### src/rtl/cobi_sequencer.sv
// COBI chip-network sequencer: weight writes, anneal, sample, scan-out.
// One registered FSM drives every network control and the spin stream.
module cobi_sequencer #(
  parameter int NUM_CHAINS          = 4,
  parameter int NUM_CHIPS_PER_CHAIN = 1,
  parameter int CYC_W               = 16
) (
  input  logic                          i_CLK,
  input  logic                          i_RST_N,
  input  logic                          i_W_VALID,
  output logic                          o_W_READY,
  input  logic [5:0]                    i_W_ROW,
  input  logic [5:0]                    i_W_COL,
  input  logic [NUM_CHIPS_PER_CHAIN-1:0] i_W_CHIP,
  input  logic [6*NUM_CHAINS-1:0]       i_W_DATA,
  input  logic                          i_START,
  input  logic [CYC_W-1:0]              i_ANNEAL_CYC,
  output logic                          o_BUSY,
  output logic                          o_DONE,
  output logic                          o_SPIN_VALID,
  output logic [NUM_CHAINS-1:0]         o_SPIN_BITS,
  output logic [6+$clog2(NUM_CHIPS_PER_CHAIN+1)-1:0] o_SPIN_IDX,
  output logic [5:0]                    o_ROW_ADDR,
  output logic [5:0]                    o_COL_ADDR,
  output logic [6*NUM_CHAINS-1:0]       o_WEIGHT,
  output logic [NUM_CHIPS_PER_CHAIN-1:0] o_ADDR_EN64,
  output logic                          o_WEIGHT_EN,
  output logic                          o_ROSC_EN,
  output logic                          o_SAMPLE_CLK,
  output logic                          o_SCANOUT_CLK,
  output logic                          o_ALL_ROW_HI,
  input  logic [NUM_CHAINS-1:0]         i_SCANOUT_DOUT64
);

  localparam int L     = 64 * NUM_CHIPS_PER_CHAIN;
  localparam int IDX_W = 6 + $clog2(NUM_CHIPS_PER_CHAIN + 1);
  localparam int WD_W  = 6 * NUM_CHAINS;
  localparam logic [IDX_W-1:0] LAST = IDX_W'(L - 1);

  typedef enum logic [3:0] {
    IDLE, WSETUP, WSTROBE, WHOLD,
    ANNEAL, SAMPLE, SCAN_LO, SCAN_HI, FIN
  } state_e;

  state_e                  state_q;
  logic [CYC_W-1:0]        cnt_q;
  logic [CYC_W-1:0]        anneal_d;
  logic [IDX_W-1:0]        bit_q;
  logic                    ready_q;
  logic                    busy_q;
  logic                    done_q;
  logic                    sval_q;
  logic [NUM_CHAINS-1:0]   sbits_q;
  logic [5:0]              row_q;
  logic [5:0]              col_q;
  logic [WD_W-1:0]         wdat_q;
  logic [NUM_CHIPS_PER_CHAIN-1:0] aen_q;
  logic                    wen_q;
  logic                    rosc_q;
  logic                    samp_q;
  logic                    sclk_q;

  // A zero anneal request still runs the oscillators for one cycle.
  assign anneal_d = (i_ANNEAL_CYC == '0) ? CYC_W'(1) : i_ANNEAL_CYC;

  always_ff @(posedge i_CLK or negedge i_RST_N) begin
    if (!i_RST_N) begin
      state_q <= IDLE;
      cnt_q   <= '0;
      bit_q   <= '0;
      ready_q <= 1'b1;
      busy_q  <= 1'b0;
      done_q  <= 1'b0;
      sval_q  <= 1'b0;
      sbits_q <= '0;
      row_q   <= '0;
      col_q   <= '0;
      wdat_q  <= '0;
      aen_q   <= '0;
      wen_q   <= 1'b0;
      rosc_q  <= 1'b0;
      samp_q  <= 1'b0;
      sclk_q  <= 1'b0;
    end else begin
      unique case (state_q)
        IDLE: begin
          if (i_W_VALID) begin
            row_q   <= i_W_ROW;
            col_q   <= i_W_COL;
            wdat_q  <= i_W_DATA;
            aen_q   <= i_W_CHIP;
            ready_q <= 1'b0;
            busy_q  <= 1'b1;
            state_q <= WSETUP;
          end else if (i_START) begin
            cnt_q   <= anneal_d;
            rosc_q  <= 1'b1;
            ready_q <= 1'b0;
            busy_q  <= 1'b1;
            state_q <= ANNEAL;
          end
        end
        WSETUP: begin
          wen_q   <= 1'b1;
          state_q <= WSTROBE;
        end
        WSTROBE: begin
          wen_q   <= 1'b0;
          state_q <= WHOLD;
        end
        WHOLD: begin
          aen_q   <= '0;
          ready_q <= 1'b1;
          busy_q  <= 1'b0;
          state_q <= IDLE;
        end
        ANNEAL: begin
          if (cnt_q == CYC_W'(1)) begin
            cnt_q   <= '0;
            samp_q  <= 1'b1;
            state_q <= SAMPLE;
          end else begin
            cnt_q <= cnt_q - CYC_W'(1);
          end
        end
        // samp_q doubles as the first-half marker of the 2-cycle sample.
        SAMPLE: begin
          if (samp_q) begin
            samp_q <= 1'b0;
          end else begin
            rosc_q  <= 1'b0;
            state_q <= SCAN_LO;
          end
        end
        SCAN_LO: begin
          sbits_q <= i_SCANOUT_DOUT64;
          sval_q  <= 1'b1;
          sclk_q  <= 1'b1;
          state_q <= SCAN_HI;
        end
        SCAN_HI: begin
          sval_q <= 1'b0;
          sclk_q <= 1'b0;
          if (bit_q == LAST) begin
            bit_q   <= '0;
            done_q  <= 1'b1;
            state_q <= FIN;
          end else begin
            bit_q   <= bit_q + IDX_W'(1);
            state_q <= SCAN_LO;
          end
        end
        FIN: begin
          done_q  <= 1'b0;
          busy_q  <= 1'b0;
          ready_q <= 1'b1;
          state_q <= IDLE;
        end
        default: state_q <= IDLE;
      endcase
    end
  end

  assign o_W_READY     = ready_q;
  assign o_BUSY        = busy_q;
  assign o_DONE        = done_q;
  assign o_SPIN_VALID  = sval_q;
  assign o_SPIN_BITS   = sbits_q;
  assign o_SPIN_IDX    = bit_q;
  assign o_ROW_ADDR    = row_q;
  assign o_COL_ADDR    = col_q;
  assign o_WEIGHT      = wdat_q;
  assign o_ADDR_EN64   = aen_q;
  assign o_WEIGHT_EN   = wen_q;
  assign o_ROSC_EN     = rosc_q;
  assign o_SAMPLE_CLK  = samp_q;
  assign o_SCANOUT_CLK = sclk_q;
  assign o_ALL_ROW_HI  = 1'b0;

endmodule

### config.mk
export PLATFORM = sky130hd
export DESIGN_NAME = cobi_sequencer
export DESIGN_NICKNAME = d
export VERILOG_FILES = /design/src/rtl/cobi_sequencer.sv
export SDC_FILE = /design/constraint.sdc
export NUM_CORES = 1
export LEC_CHECK = 0
export CAP_MARGIN = 20
export CORE_UTILIZATION = 47
export DETAILED_ROUTE_END_ITERATION = 8
export PLACE_DENSITY = 0.81
export SYNTH_ARGS = -nofsm -noshare
export SYNTH_HDL_FRONTEND = slang
export SYNTH_SLANG_ARGS = --single-unit
### constraint.sdc
create_clock -name i_CLK -period 2.35 [get_ports i_CLK]
set_clock_uncertainty 0.1 [all_clocks]
set_input_delay 0.3525 -clock i_CLK [delete_from_list [all_inputs] [get_ports i_CLK]]
set_output_delay 0.3525 -clock i_CLK [all_outputs]
set_load 0.01 [all_outputs]
# ---- Word level (Yosys, flattened, before mapping)
# Cells that the tools add are included.
dict set report word_totals {
  mem_count 0
  elab_cells 82
  rom_bits 0
  ramBits 0
  latch_bits 0
  register_bits 75
}
dict set report classes {
  order_cmp 0
  add_sub_neg 2
  multipliers 0
  shifts 0
  n_reduce_logical 19
  muxes 29
  n_eq_ne 17
  div_mod_pow 0
  bitwise 0
}
# cell count
set ops {}
lappend ops {{16-bit 2-to-1 mux} 4}
lappend ops {{16-bit one-hot mux with 2 select lines} 1}
lappend ops {{4-bit one-hot mux with 7 select lines} 1}
lappend ops {{4-bit 2-to-1 mux} 5}
lappend ops {{16-bit by 1-bit == test with 1-bit output (second input constant)} 1}
lappend ops {{4-bit by 3-bit == test with 1-bit output (second input constant)} 4}
lappend ops {{16-bit zero test} 1}
lappend ops {{1-bit one-hot mux with 2 select lines} 8}
lappend ops {{2-bit nonzero test} 8}
lappend ops {{16-bit by 1-bit subtractor with 16-bit output (second input constant)} 1}
lappend ops {{2-bit != test (second input constant)} 6}
lappend ops {{2-bit AND reduction} 5}
lappend ops {{1-bit 2-to-1 mux} 9}
lappend ops {{4-bit by 2-bit == test with 1-bit output (second input constant)} 2}
lappend ops {{7-bit by 1-bit adder with 7-bit output (second input constant)} 1}
lappend ops {{7-bit by 6-bit == test with 1-bit output (second input constant)} 1}
lappend ops {{7-bit 2-to-1 mux} 1}
lappend ops {{3-bit AND reduction} 2}
lappend ops {{4-bit by 1-bit == test with 1-bit output (second input constant)} 1}
lappend ops {{4-bit == test (second input constant)} 1}
lappend ops {{4-bit zero test} 1}
lappend ops {{4-bit AND reduction} 1}
lappend ops {{3-bit != test (second input constant)} 1}
lappend ops {{2-bit OR reduction} 1}

# ---- Depth between registers and ports, before layout
dict set report logic_depth {
  ltp_word 5
  mapped_depth 7
  depth_no_buf 6
}

# ---- Worst setup path after synthesis
# OpenSTA, ideal clock, no wires.
dict set report synth_timing {
  path_type {flip-flop to flip-flop}
  startpoint {register cnt_q[1]}
  endpoint {register cnt_q[8]}
  synth_period_minus_slack_ns 1.816
  t_required_ns 2.111
  slack_ns 0.534
  stages_incl_launch_ff 8
  arrival_ns 1.577
  path_cell_list {dfrtp_1 -> inv_1 -> ha_1 -> nor4b_2 -> nand4_1 -> buf_2 -> a41oi_1 -> o22ai_1}
}
dict set report synth_via {
  elab_chain_cells 3
  elab_cells_between_ends 4
  cone_classes {add/sub: 1; eq/ne: 1; mux: 2}
}
# element line
set synth_rtl {}
lappend synth_rtl {{start, declared} 46} ;# logic [CYC_W-1:0] cnt_q;
lappend synth_rtl {{start signal, assigned} 96} ;# cnt_q <= anneal_d;
lappend synth_rtl {{start signal, assigned} 123} ;# cnt_q <= cnt_q - CYC_W'(1);
lappend synth_rtl {{16-bit by 1-bit subtractor with 16-bit output / 16-bit by 1-bit == test with 1-bit output (equally long branches)} {123, 118}}
lappend synth_rtl {{16-bit 2-to-1 mux *} 118} ;# if (cnt_q == CYC_W'(1)) begin
lappend synth_rtl {{16-bit one-hot mux with 2 select lines *} 85} ;# unique case (state_q)
# Mark *: on every way between the ends. The rest lies on a longest branch, timed or not.
# A chain may end at the register's enable or synchronous reset.

# ---- Worst setup path after layout
dict set report layout_timing {
  startpoint {register cnt_q[1]}
  endpoint {register cnt_q[14]}
}
# Same word-level chain as after synthesis.

==> out/qor.txt <==
Via Count - 3154
Final nets - 521
Post-Syn Instances - 334
Register area share after synthesis - 50.2%
Synth top area share - 49.5%
Gp weighted congestion - 0.873
Crit end category - register
Remaining Overflow, GRT - 0
Fin crit period - 2110 ps
MaxCap Viol Count - 0
Initial Util - 48.4%
Cts bufs inserted - 9
RSZ-0062 raised after global routing - false
Cts repair resizes - 0
Core Rows - 32
YS warnings - 0
Buffers on Ports - 116
Drt wl/cell - 16.6 um
Routed Antenna Nets - 0
TNS Setup - 0 ps
P_leak - 2.16 nW
Ys flop type - dfrtp_1
Dpl hpwl - 6.86 mm
H-tree depth - 3
Total die area - 8330 sq um
Synthesized area - 3740 sq um
# DRC - 0
Netlist cell types - 65
Setup Fix Bufs, Post-CTS - 0
CTS tree - yes
Data arrival, critical path - 2230 ps
Post-synth EDFFs - 0
Slew @ Worst Pin - 567 ps
Critical-path maximum fanout - 6
Total length of routed wires - 9.35 mm
Placed insts - 547
Initial antenna violation count - 0
Utilization after layout - 68.5%
Via/cell ratio - 5.60
Largest net degree at the start of global routing - 43
Rel. slew slack - 61.9%
Most instantiated cells after synthesis - dfrtp_1, mux2_2, nand2_1
Status - finished clean
Synth Area in Adders - 1.00%
DIE WIDTH - 91.2 um
Clk sink count - 75
Layout cell share with drive strength beyond 1 - 19.5%
Pwr Density - 1270 nW/um^2
Yosys top cell by area - dfrtp_1
Required time of the critical path - 2460 ps
Pre-antenna DRT Iters - 4
Setup CP Type - reg -> reg
Count leader, synth - dfrtp_1
Vias in the first global route - 3189
Worst vdd ir - 0.665 mV
Fin crit share - 89.9%
Register bit total from synthesis - 75
Asr flop ratio synth - 100%
Io pins - 118
Clock Tree Buf Depth - 2
Final hold vios - 0
Largest family of logic cells by synthesized area - simple AND/OR/NAND/NOR gates
Total Power - 6.73 mW
ANT cells - 0
Net Count, Synth - 398
Core area - 7730 sq um
Max Slew Vio Count - 0
Syn avg cell area - 11.2 sq um
Max frequency - 473 MHz
Compound-cell area share of the yosys netlist - 12.7%
P&R area growth vs syn - 41.4%
# setup viols final - 0
Clk_lat worst skew - 350 ps
Simple-Gate Fraction of Synth Area - 19.0%
Clock transition at the registers of the reported paths - 90 ps
Hold_buf cts - 1
HP Class - in -> async
Clk root buf - clkbuf_8
GRT Total Usage - 23.7%
Startpoint type of the worst setup path - register
DR iter-0 viols - 165
Die Ht - 91.2 um
XOR/XNOR Fraction of Synth Area - 1.17%
Main area contributors after synthesis - dfrtp_1, mux2_2, nand2_1
Post-synthesis mux area share - 12.3%
First-pass GRT wire length - 15.6 mm
Fin cells - 563
[cell usage in the layout (no fill, tap or decap), types with 8 or more instances in the layout]
master,netlist,final
nor3_1,9,9
dfrtp_1,74,74
o211ai_1,8,8
mux2_2,40,40
clkdlybuf4s50_1,0,115
nor2_1,13,13
nand2_1,32,32
buf_4,2,15
nand4_1,9,9
o21ai_0,12,11
clkbuf_8,0,9
[flip-flops by register name, summed over array words and instances, names as in the netlist, 4 cells and up]
| signal | flops |
|---|---|
| cnt_q | 16 |
| o_COL_ADDR | 6 |
| o_ROW_ADDR | 6 |
| o_SPIN_BITS | 4 |
| o_SPIN_IDX | 7 |
| o_WEIGHT | 24 |
| state_q | 4 |
[metrics by stage]
| stage | instance area (sq um) | hold slack [ps] | worst slack (ps) |
|---|---|---|---|
| CTS | 5290 | 400 | 252 |
| detailed placement | 5070 | 236 | 281 |
| global placement | 5070 | 230 | 339 |
| finish | 5290 | 388 | 238 |
| global route | 5290 | 419 | 81.0 |
| floorplan | 3740 | -43.1 | 534 |
[per-layer routing]
layer / global-route usage (%) / vias up / share of wire [%]
li1: - / 1489 / -
met5: 0 / - / 0
met4: 9.13 / 0 / 1.8
met3: 5.19 / 16 / 5.8
met2: 38.4 / 113 / 48
met1: 31.2 / 1536 / 45
[power by group]
part | switching [mW] | leakage [nW] | internal, mW | total [mW]
sequential | 0.518 | 0.914 | 1.88 | 2.40
clock | 0.495 | 0.109 | 0.596 | 1.09
combinational | 1.42 | 1.13 | 1.81 | 3.23
[area by class of cell]
class / count / area, sq um
timing repair buffer: 133 / 1310
sequential: 75 / 1880
clock buffer: 9 / 124
tap: 102 / 128
fill: 591 / 2430
inverter: 7 / 26.3
multi-input combinational: 231 / 1730
clock inverter: 6 / 91.3
[final timing paths]
check                      cells after the start  slack [ps]      from   endpoint
max                                            7         240  cnt_q[1]  cnt_q[14]
max reg2reg                                    7         240  cnt_q[1]  cnt_q[14]
min reg2reg                                    1         400    o_DONE     o_DONE
min                                            2         390   i_RST_N   cnt_q[5]
min in group i_CLK                             1         400    o_DONE     o_DONE
max in group asynchronous                      3        1170   i_RST_N  cnt_q[13]
[critical path, stage by stage, from the launching register on]
cell and delay, ps:
dfrtp_1 390, inv_1 100, ha_1 170, nor4b_2 380, nand4_1 290, buf_4 240, nand2_1 160, o221ai_1 150
[logic make-up (layout without fill, tap and decap cells)]
family / Yosys count / in the layout
AND/OR/NAND/NOR: 116 / 116
other: 1 / 1
AO/OA/AOI/OAI: 65 / 65
flip-flops: 75 / 75
XOR/XNOR: 5 / 5
multiplexers: 41 / 41
buffers and inverters: 28 / 155
adder cells (fa/ha/maj): 3 / 3
No activity file was read; power rests on OpenSTA's default activity.
